[config.mk]
export PLATFORM = sky130hd
export DESIGN_NAME = regfile_operand_stage_flat
export DESIGN_NICKNAME = d
export VERILOG_FILES = /design/src/rtl/regfile_operand_stage_if.sv /design/src/rtl/regfile_operand_stage.sv /design/src/flat_wrapper.sv
export SDC_FILE = /design/constraint.sdc
export NUM_CORES = 2
export LEC_CHECK = 0
export BUFFER_PORTS_ARGS = -buffer_cell sky130_fd_sc_hd__buf_2
export CAP_MARGIN = 20
export CORE_MARGIN = 2
export CORE_UTILIZATION = 55
export DETAILED_ROUTE_END_ITERATION = 8
export GPL_ROUTABILITY_DRIVEN = 0
export GPL_TIMING_DRIVEN = 0
export HOLD_SLACK_MARGIN = 0.15
export PLACE_DENSITY = 0.72
export SYNTH_ARGS = -nofsm -noshare
export SYNTH_HDL_FRONTEND = slang
export SYNTH_SLANG_ARGS = --single-unit
[constraint.sdc]
create_clock -name clk -period 2 [get_ports clk]
set_input_delay 0.1 -clock clk [delete_from_list [all_inputs] [get_ports clk]]
set_output_delay 0.1 -clock clk [all_outputs]
set_load 0.1 [all_outputs]
[src/rtl/regfile_operand_stage_if.sv]
// Bundle for the operand stage: decoded-instruction input, write-back port and
// the registered operand handshake toward the ALU.
interface regfile_operand_stage_if #(
    parameter int unsigned DATA_W    = 32,
    parameter int unsigned NREG_LOG2 = 5,
    parameter int unsigned IMM_W     = 16
);
    logic                 in_valid;
    logic                 in_ready;
    logic [NREG_LOG2-1:0] rs_addr;
    logic [NREG_LOG2-1:0] rt_addr;
    logic [IMM_W-1:0]     imm;
    logic                 alu_src;
    logic                 imm_zext;
    logic [2:0]           alu_sel_in;
    logic                 flush;
    logic                 wb_en;
    logic [NREG_LOG2-1:0] wb_addr;
    logic [DATA_W-1:0]    wb_data;
    logic                 out_valid;
    logic                 out_ready;
    logic [DATA_W-1:0]    A;
    logic [DATA_W-1:0]    B;
    logic [2:0]           ALU_Sel;

    modport master (
        output in_valid, rs_addr, rt_addr, imm, alu_src, imm_zext, alu_sel_in, flush,
               wb_en, wb_addr, wb_data, out_ready,
        input  in_ready, out_valid, A, B, ALU_Sel
    );

    modport slave (
        input  in_valid, rs_addr, rt_addr, imm, alu_src, imm_zext, alu_sel_in, flush,
               wb_en, wb_addr, wb_data, out_ready,
        output in_ready, out_valid, A, B, ALU_Sel
    );
endinterface

[src/rtl/regfile_operand_stage.sv]
// 32x32 register file with write-back bypass, immediate extension and a
// one-entry valid/ready operand register feeding the ALU.
module regfile_operand_stage #(
    parameter int unsigned DATA_W    = 32,
    parameter int unsigned NREG_LOG2 = 5,
    parameter int unsigned IMM_W     = 16
) (
    input logic                   clk,
    input logic                   rst_n,
    regfile_operand_stage_if.slave bus
);
    localparam int NumRegs = 2 ** NREG_LOG2;

    // r0 has no storage; it is decoded to zero on read.
    logic [DATA_W-1:0] regs [1:NumRegs-1];

    logic [DATA_W-1:0] rs_val;
    logic [DATA_W-1:0] rt_val;
    logic [DATA_W-1:0] imm_ext;
    logic [DATA_W-1:0] b_sel;
    logic              in_ready;
    logic              capture;

    logic [DATA_W-1:0] a_q;
    logic [DATA_W-1:0] b_q;
    logic [2:0]        sel_q;
    logic              valid_q;

    always_ff @(posedge clk or negedge rst_n) begin
        if (!rst_n) begin
            for (int i = 1; i < NumRegs; i++) begin
                regs[i] <= '0;
            end
        end else if (bus.wb_en && bus.wb_addr != '0) begin
            regs[bus.wb_addr] <= bus.wb_data;
        end
    end

    always_comb begin
        rs_val = '0;
        rt_val = '0;
        if (bus.rs_addr != '0) begin
            if (bus.wb_en && bus.wb_addr == bus.rs_addr) rs_val = bus.wb_data;
            else                                         rs_val = regs[bus.rs_addr];
        end
        if (bus.rt_addr != '0) begin
            if (bus.wb_en && bus.wb_addr == bus.rt_addr) rt_val = bus.wb_data;
            else                                         rt_val = regs[bus.rt_addr];
        end
    end

    always_comb begin
        imm_ext = bus.imm_zext ? {{(DATA_W-IMM_W){1'b0}}, bus.imm}
                               : {{(DATA_W-IMM_W){bus.imm[IMM_W-1]}}, bus.imm};
        b_sel   = bus.alu_src ? imm_ext : rt_val;
    end

    assign in_ready = ~valid_q | bus.out_ready;
    assign capture  = bus.in_valid & in_ready & ~bus.flush;

    // Operand payload only loads on capture, so a held set ignores later write-backs.
    always_ff @(posedge clk or negedge rst_n) begin
        if (!rst_n) begin
            a_q     <= '0;
            b_q     <= '0;
            sel_q   <= 3'b000;
            valid_q <= 1'b0;
        end else if (capture) begin
            a_q     <= rs_val;
            b_q     <= b_sel;
            sel_q   <= bus.alu_sel_in;
            valid_q <= 1'b1;
        end else if (bus.flush || bus.out_ready) begin
            valid_q <= 1'b0;
        end
    end

    assign bus.in_ready  = in_ready;
    assign bus.out_valid = valid_q;
    assign bus.A         = a_q;
    assign bus.B         = b_q;
    assign bus.ALU_Sel   = sel_q;
endmodule

[src/flat_wrapper.sv]
// flat-port wrapper written by rule: the top's interface ports become plain ports
module regfile_operand_stage_flat 
#(
    parameter int unsigned DATA_W    = 32,
    parameter int unsigned NREG_LOG2 = 5,
    parameter int unsigned IMM_W     = 16
)
  (clk, rst_n, bus_in_valid, bus_rs_addr, bus_rt_addr, bus_imm, bus_alu_src, bus_imm_zext, bus_alu_sel_in, bus_flush, bus_wb_en, bus_wb_addr, bus_wb_data, bus_out_ready, bus_in_ready, bus_out_valid, bus_A, bus_B, bus_ALU_Sel);
  regfile_operand_stage_if #(.DATA_W(DATA_W), .NREG_LOG2(NREG_LOG2), .IMM_W(IMM_W)) bus_i ();
  input logic clk;
  input logic rst_n;
  input wire logic [$bits(bus_i.in_valid)-1:0] bus_in_valid;
  input wire logic [$bits(bus_i.rs_addr)-1:0] bus_rs_addr;
  input wire logic [$bits(bus_i.rt_addr)-1:0] bus_rt_addr;
  input wire logic [$bits(bus_i.imm)-1:0] bus_imm;
  input wire logic [$bits(bus_i.alu_src)-1:0] bus_alu_src;
  input wire logic [$bits(bus_i.imm_zext)-1:0] bus_imm_zext;
  input wire logic [$bits(bus_i.alu_sel_in)-1:0] bus_alu_sel_in;
  input wire logic [$bits(bus_i.flush)-1:0] bus_flush;
  input wire logic [$bits(bus_i.wb_en)-1:0] bus_wb_en;
  input wire logic [$bits(bus_i.wb_addr)-1:0] bus_wb_addr;
  input wire logic [$bits(bus_i.wb_data)-1:0] bus_wb_data;
  input wire logic [$bits(bus_i.out_ready)-1:0] bus_out_ready;
  output wire logic [$bits(bus_i.in_ready)-1:0] bus_in_ready;
  output wire logic [$bits(bus_i.out_valid)-1:0] bus_out_valid;
  output wire logic [$bits(bus_i.A)-1:0] bus_A;
  output wire logic [$bits(bus_i.B)-1:0] bus_B;
  output wire logic [$bits(bus_i.ALU_Sel)-1:0] bus_ALU_Sel;
  assign bus_i.in_valid = bus_in_valid;
  assign bus_i.rs_addr = bus_rs_addr;
  assign bus_i.rt_addr = bus_rt_addr;
  assign bus_i.imm = bus_imm;
  assign bus_i.alu_src = bus_alu_src;
  assign bus_i.imm_zext = bus_imm_zext;
  assign bus_i.alu_sel_in = bus_alu_sel_in;
  assign bus_i.flush = bus_flush;
  assign bus_i.wb_en = bus_wb_en;
  assign bus_i.wb_addr = bus_wb_addr;
  assign bus_i.wb_data = bus_wb_data;
  assign bus_i.out_ready = bus_out_ready;
  assign bus_in_ready = bus_i.in_ready;
  assign bus_out_valid = bus_i.out_valid;
  assign bus_A = bus_i.A;
  assign bus_B = bus_i.B;
  assign bus_ALU_Sel = bus_i.ALU_Sel;
  regfile_operand_stage #(.DATA_W(DATA_W), .NREG_LOG2(NREG_LOG2), .IMM_W(IMM_W)) u_core (.clk(clk), .rst_n(rst_n), .bus(bus_i));
endmodule
Word level (Yosys, flattened, before mapping)
Index checks and enable logic that the tools add are counted.
W data, S select, Z words.

cells by class
  bitwise gates (word level) = 8
  eq/ne operators = 2
  mux-type cells = 17
  reduce and logical (&&, ||, !) cells = 9
  magnitude comparators = 4

operators by type and width
  kind                  number
  $bwmux W992           1
  $mux W32              11
  $bmux W32 S5          2
  $demux W32 S5         1
  $ge A6 B6 Y1 const B  3
  $not A5 Y6            3
  $reduce_bool A5 Y1    3
  $eq A5 B5 Y1          2
  $lt A6 B1 Y1 const B  1
  $logic_and A1 B1 Y1   4
  $and A1 B1 Y1         2
  $mux W1               2
  $not A1 Y1            2
  $reduce_bool A2 Y1    1
  $logic_or A1 B1 Y1    1
  $or A1 B1 Y1          1

word-level totals
  output and inout port bits = 69
  input bits = 74
  register bits = 1,060

Logic depth before layout (Yosys ltp)
  depth in word-level cells = 7
  gate-level depth with buffers = 10
  gate-level depth less buffers = 6

Worst setup path before layout
OpenSTA, ideal clock, no wires.

  path type = reg2reg
  start = register u_core.valid_q (netlist: u_core.bus.out_valid)
  end = register u_core.a_q[17] (netlist: u_core.bus.A[17])
  required time = 1.913 ns
  stages on the path, launching flop included = 9
  library setup time = 0.087 ns
  clock period less this slack = 2.932 ns
  slack = -0.932 ns
  arrival time = 2.845 ns
  path buffers = 3
  cell sequence = dfrtp_1 > nor2b_1 > inv_1 > nand2b_1 > buf_2 > buf_1 > clkbuf_1 > nand2_1 > o211ai_1

on the way
  word-level cells in the longest chain between the ends = 4

ends and longest elaborated chain
  what                         RTL line                     source
  start: declaration           regfile_operand_stage.sv:27  logic valid_q;
  start signal: assignment     regfile_operand_stage.sv:67  valid_q <= 1'b0;
  start signal: assignment     regfile_operand_stage.sv:72  valid_q <= 1'b1;
  start signal: assignment     regfile_operand_stage.sv:74  valid_q <= 1'b0;
  $not A1 Y1                   regfile_operand_stage.sv:58  assign in_ready = ~valid_q | bus.out_ready;
  $or A1 B1 Y1                 regfile_operand_stage.sv:58
  net bus_in_ready             flat_wrapper.sv:24           output wire logic [$bits(bus_i.in_ready)-1:0] bus_in_ready;
  $and A1 B1 Y1 (2 in series)  regfile_operand_stage.sv:59  assign capture = bus.in_valid & in_ready & ~bus.flush;
  end signal: assignment       regfile_operand_stage.sv:69  a_q <= rs_val;
  end: declaration             regfile_operand_stage.sv:24  logic [DATA_W-1:0] a_q;

The timed path passes the listed nets, and every way through them passes these cells.
A chain may end at the register's enable or synchronous reset.

Worst setup path after layout
  start = input bus_wb_addr[3]
  end = register u_core.regs[155] (netlist bit)

on the way
  word-level cells in the longest chain between the ends = 6
  elaborated cells on any way between the ends = 9
  classes of those cells = order compare (2); mux (3); bitwise (1); reduce/logical (3)

ends and longest elaborated chain
  what                                                                RTL line                     source
  start: declaration                                                  flat_wrapper.sv:21           input wire logic [$bits(bus_i.wb_addr)-1:0] bus_wb_addr;
  $not A5 Y6 (implied by the code)                                    regfile_operand_stage.sv:35  regs[bus.wb_addr] <= bus.wb_data;
  $ge A6 B6 Y1 (implied by the code) or $lt A6 B1 Y1 (tied branches)  regfile_operand_stage.sv:35
  $logic_and A1 B1 Y1 (implied by the code)                           regfile_operand_stage.sv:35
  $mux W32 (implied by the code)                                      regfile_operand_stage.sv:35
  $demux W32 S5                                                       regfile_operand_stage.sv:35
  $bwmux W992                                                         regfile_operand_stage.sv:35
  end signal: indexed assignment                                      regfile_operand_stage.sv:35
  end: declaration                                                    regfile_operand_stage.sv:15  logic [DATA_W-1:0] regs [1:NumRegs-1];

Several ways; a longest one is shown, not always the timed one.

==> impl_metrics.tcl <==
set metrics [dict create \
    maxCapViolations 0 \
    ys_ff_latch 1060 \
    r2r_cells 6 \
    synthCells 4114 \
    drt_pass1_iterations 9 \
    rsz0062_at_grt "yes" \
    reg2reg_to "u_core.bus.B[25]" \
    stdcell_count 5957 \
    tightestPinTransition_ns 1.39 \
    arrival_ns 2.83 \
    root_buffer "clkbuf_16" \
    track_usage_pct 44.2 \
    p_leak_nw 28.5 \
    powerDensity_nw_per_um2 1060 \
    syn_nets 4188 \
    ys_warn_count 0 \
    antenna_found_initial 15 \
    hold_viol_final 158 \
    cts_tree "yes" \
    crit_slowest_cell "nor2_1" \
    numCtsBuffers 115 \
    critical_path_class "in -> reg" \
    final_util_pct 64.1 \
    grt-ovfl-total 0 \
    dp_hpwl_mm 162 \
    die_w_um 325 \
    grt_pass1_wl_mm 327 \
    fp.dieArea_um2 106000 \
    synth_largest_area_cell "dfrtp_1" \
    avgRoutedWirePerCell_um 39.6 \
    cts_sinks 1060 \
    r2r_setup_slack_ns -0.13 \
    drt_iter0_drc 7468 \
    wl_mm 236 \
    rows 117 \
    hold_path.class "in -> async" \
    grt_max_degree 170 \
    worstPathRequired_ns 2.63 \
    detail_route.vias_per_cell 7.48 \
    worst_setup_path_start_kind "input port" \
    cts.path.max_buffers 3 \
    r2r_start "u_core.bus.out_valid" \
    synth_area_leaders "dfrtp_1, mux2_2, mux4_2" \
    synth-main-ff-cell "dfrtp_1" \
    setup_viol 200 \
    ys_types 64 \
    power.total_mw 69.0 \
    synth_top_cell_area_share_pct 46.7 \
    clock_latency_ns 0.76 \
    layout_setup_ws_ns -0.197 \
    ios 143 \
    syn2layout_area_growth_pct 15.1 \
    critPathMaxStageDelay_ns 1.01 \
    vias 44600 \
    fin_nets 4550 \
    worstPathCellList "buf_2, buf_2, nand4b_1, nor2_1, buf_2, mux2_2" \
    status "finished, violations left" \
    timing.fmax_ghz 0.455 \
    core_area_um2 102000 \
    hold_ws_ns -0.602 \
    dp_cells 5641 \
    grt_pass1_vias 43600 \
    finalCritPeriodShare_pct 110 \
    synth_edf_count 0 \
    drive_above_1_share_pct 45.8 \
    async_reset_ff_share_pct 100 \
    drc_errors 41 \
    drtAntennaViolNets 0 \
    initial_core_util_pct 55.7 \
    fin_tns_setup_ns -14.22 \
    fin_worst_skew_ns 0.0257 \
    port_buffers 135 \
    die_h_um 325 \
    avgSynthCellArea_um2 13.8 \
    syn-cell-area_um2 56800 \
    worst_setup_path_end_kind "flip-flop" \
    cp_max_fo 10 \
    violations "DRC, hold timing, setup timing" \
    final.min_clock_period_ns 2.20 \
    finalMaxSlewViolations 0 \
    path_common_cell "buf_2" \
    slew_headroom_pct 7.59 \
    ir_drop_v 0.000811 \
    cts.reportedPaths.clkPinSlew_ns 0.06 \
    cts_max_level 3 \
    ys_seq_area_share_pct 46.7 \
]
-- worst max-delay path by stage --
stage	from	to	depth (start not counted)
after floorplan	u_core.bus.out_valid	u_core.bus.A[15]	8
after global placement	rst_n	u_core.bus.out_valid	1
after detailed placement	bus_rs_addr[0]	u_core.bus.A[9]	10
after CTS	u_core.bus.out_valid	bus_in_ready	3
after global routing	u_core.bus.out_valid	u_core.bus.B[22]	6
final	bus_wb_addr[3]	u_core.regs[155]	6
-- synthesized netlist by cell type, types with 25 or more instances --
| cell | number |
|---|---|
| dfrtp_1 | 1060 |
| mux2_2 | 1049 |
| mux4_2 | 340 |
| mux2i_1 | 249 |
| clkbuf_1 | 184 |
| nand2_1 | 166 |
| buf_2 | 155 |
| o22ai_1 | 115 |
| o21ai_0 | 100 |
| a22oi_1 | 83 |
| nor2_1 | 59 |
| a21oi_1 | 46 |
| buf_4 | 41 |
| mux2_1 | 40 |
| o2111ai_1 | 39 |
| a2111oi_0 | 36 |
| nor3_1 | 34 |
| buf_1 | 33 |
| o211ai_1 | 31 |
| nand3_1 | 29 |
| buf_6 | 25 |
| o21ai_1 | 25 |
-- cell type report --
type,instances,area [um^2]
well taps,1368,1710
multi-input cells,2608,28400
inverters,5,23.8
flip-flops and latches,1060,26500
diodes,11,27.5
clock inverters,50,679
repair buffers,249,2080
plain buffers,437,2470
clock buffers,169,3410
fillers,7634,36700
-- cell usage in the layout, fill, tap and decap left out, types with 15 or more instances in the layout --
cell type      count
a21oi_1           38
a22oi_1           83
buf_1             29
buf_2            259
buf_4             62
buf_6             35
buf_8             24
bufinv_16         15
clkbuf_1         165
clkbuf_16        117
clkbuf_2          29
clkbuf_8          33
clkinv_2          25
dfrtp_1         1059
dlygate4sd3_1     75
mux2_1            40
mux2_2          1049
mux2i_1          249
mux4_2           340
nand2_1          165
nand3_1           29
nor2_1            55
nor3_1            31
o2111ai_1         34
o211ai_1          31
o21ai_0           93
o21ai_1           28
o22ai_1          115
-- state kept, by name, indices dropped and copies added (netlist names) --
| register | flops |
|---|---|
| u_core.bus.out_valid | 1 |
| u_core.bus.B | 32 |
| u_core.regs | 992 |
| u_core.bus.A | 32 |
| u_core.bus.ALU_Sel | 3 |
-- cell families (layout without fill, tap and decap cells) --
kind of cell	count (synthesis)	in the layout	synth area share [%]
multiplexers	1678	1678	39.5
buffers and inverters	446	910	3.90
flip-flops	1060	1060	46.7
AO/OA/AOI/OAI	575	575	7.02
XOR/XNOR	10	10	0.154
AND/OR/NAND/NOR	345	345	2.74
other	0	11	0
-- critical path: cells and delay by family --
family	cells	cell delay [ns]
simple gates	2	1.24
mux	1	0.40
buf+inv	3	1.07
-- metrics by stage --
| step | setup WS [ns] | hold WS, ns | cell area, um^2 |
|---|---|---|---|
| 2_1_floorplan | -0.286 | -0.196 | 57000 |
| 3_3_place_gp | -26.08 | 0.259 | 59400 |
| 3_5_place_dp | -1.51 | 0.213 | 59800 |
| 4_1_cts | -0.0190 | -0.540 | 65000 |
| 5_1_grt | -0.0560 | -0.541 | 65300 |
| 6_report | -0.197 | -0.602 | 65400 |
-- what timing repair did --
item	CTS	global route
pin swaps	2	12
resized for setup	98	95
hold buffers	75	2
setup endpoints to repair	67	108
buffers inserted	4	3
endpoints found under the hold margin	584	144
-- metal layers --
metal / vias up / global-route usage, % / part of all wire, %
met4: 24 / 30.0 / 8.4
met5: - / 2.81 / 0.37
met3: 1186 / 24.7 / 16
met2: 4058 / 58.6 / 40
li1: 16500 / - / -
met1: 22700 / 54.2 / 35
-- where the power goes --
part	internal (mW)	switching [mW]	leakage [nW]
sequential	25.7	3.46	13.5
combinational	7.63	8.92	13.0
clock	13.7	9.57	2.02
total	47.1	22.0	28.5
(Power assumes the default switching activity.)
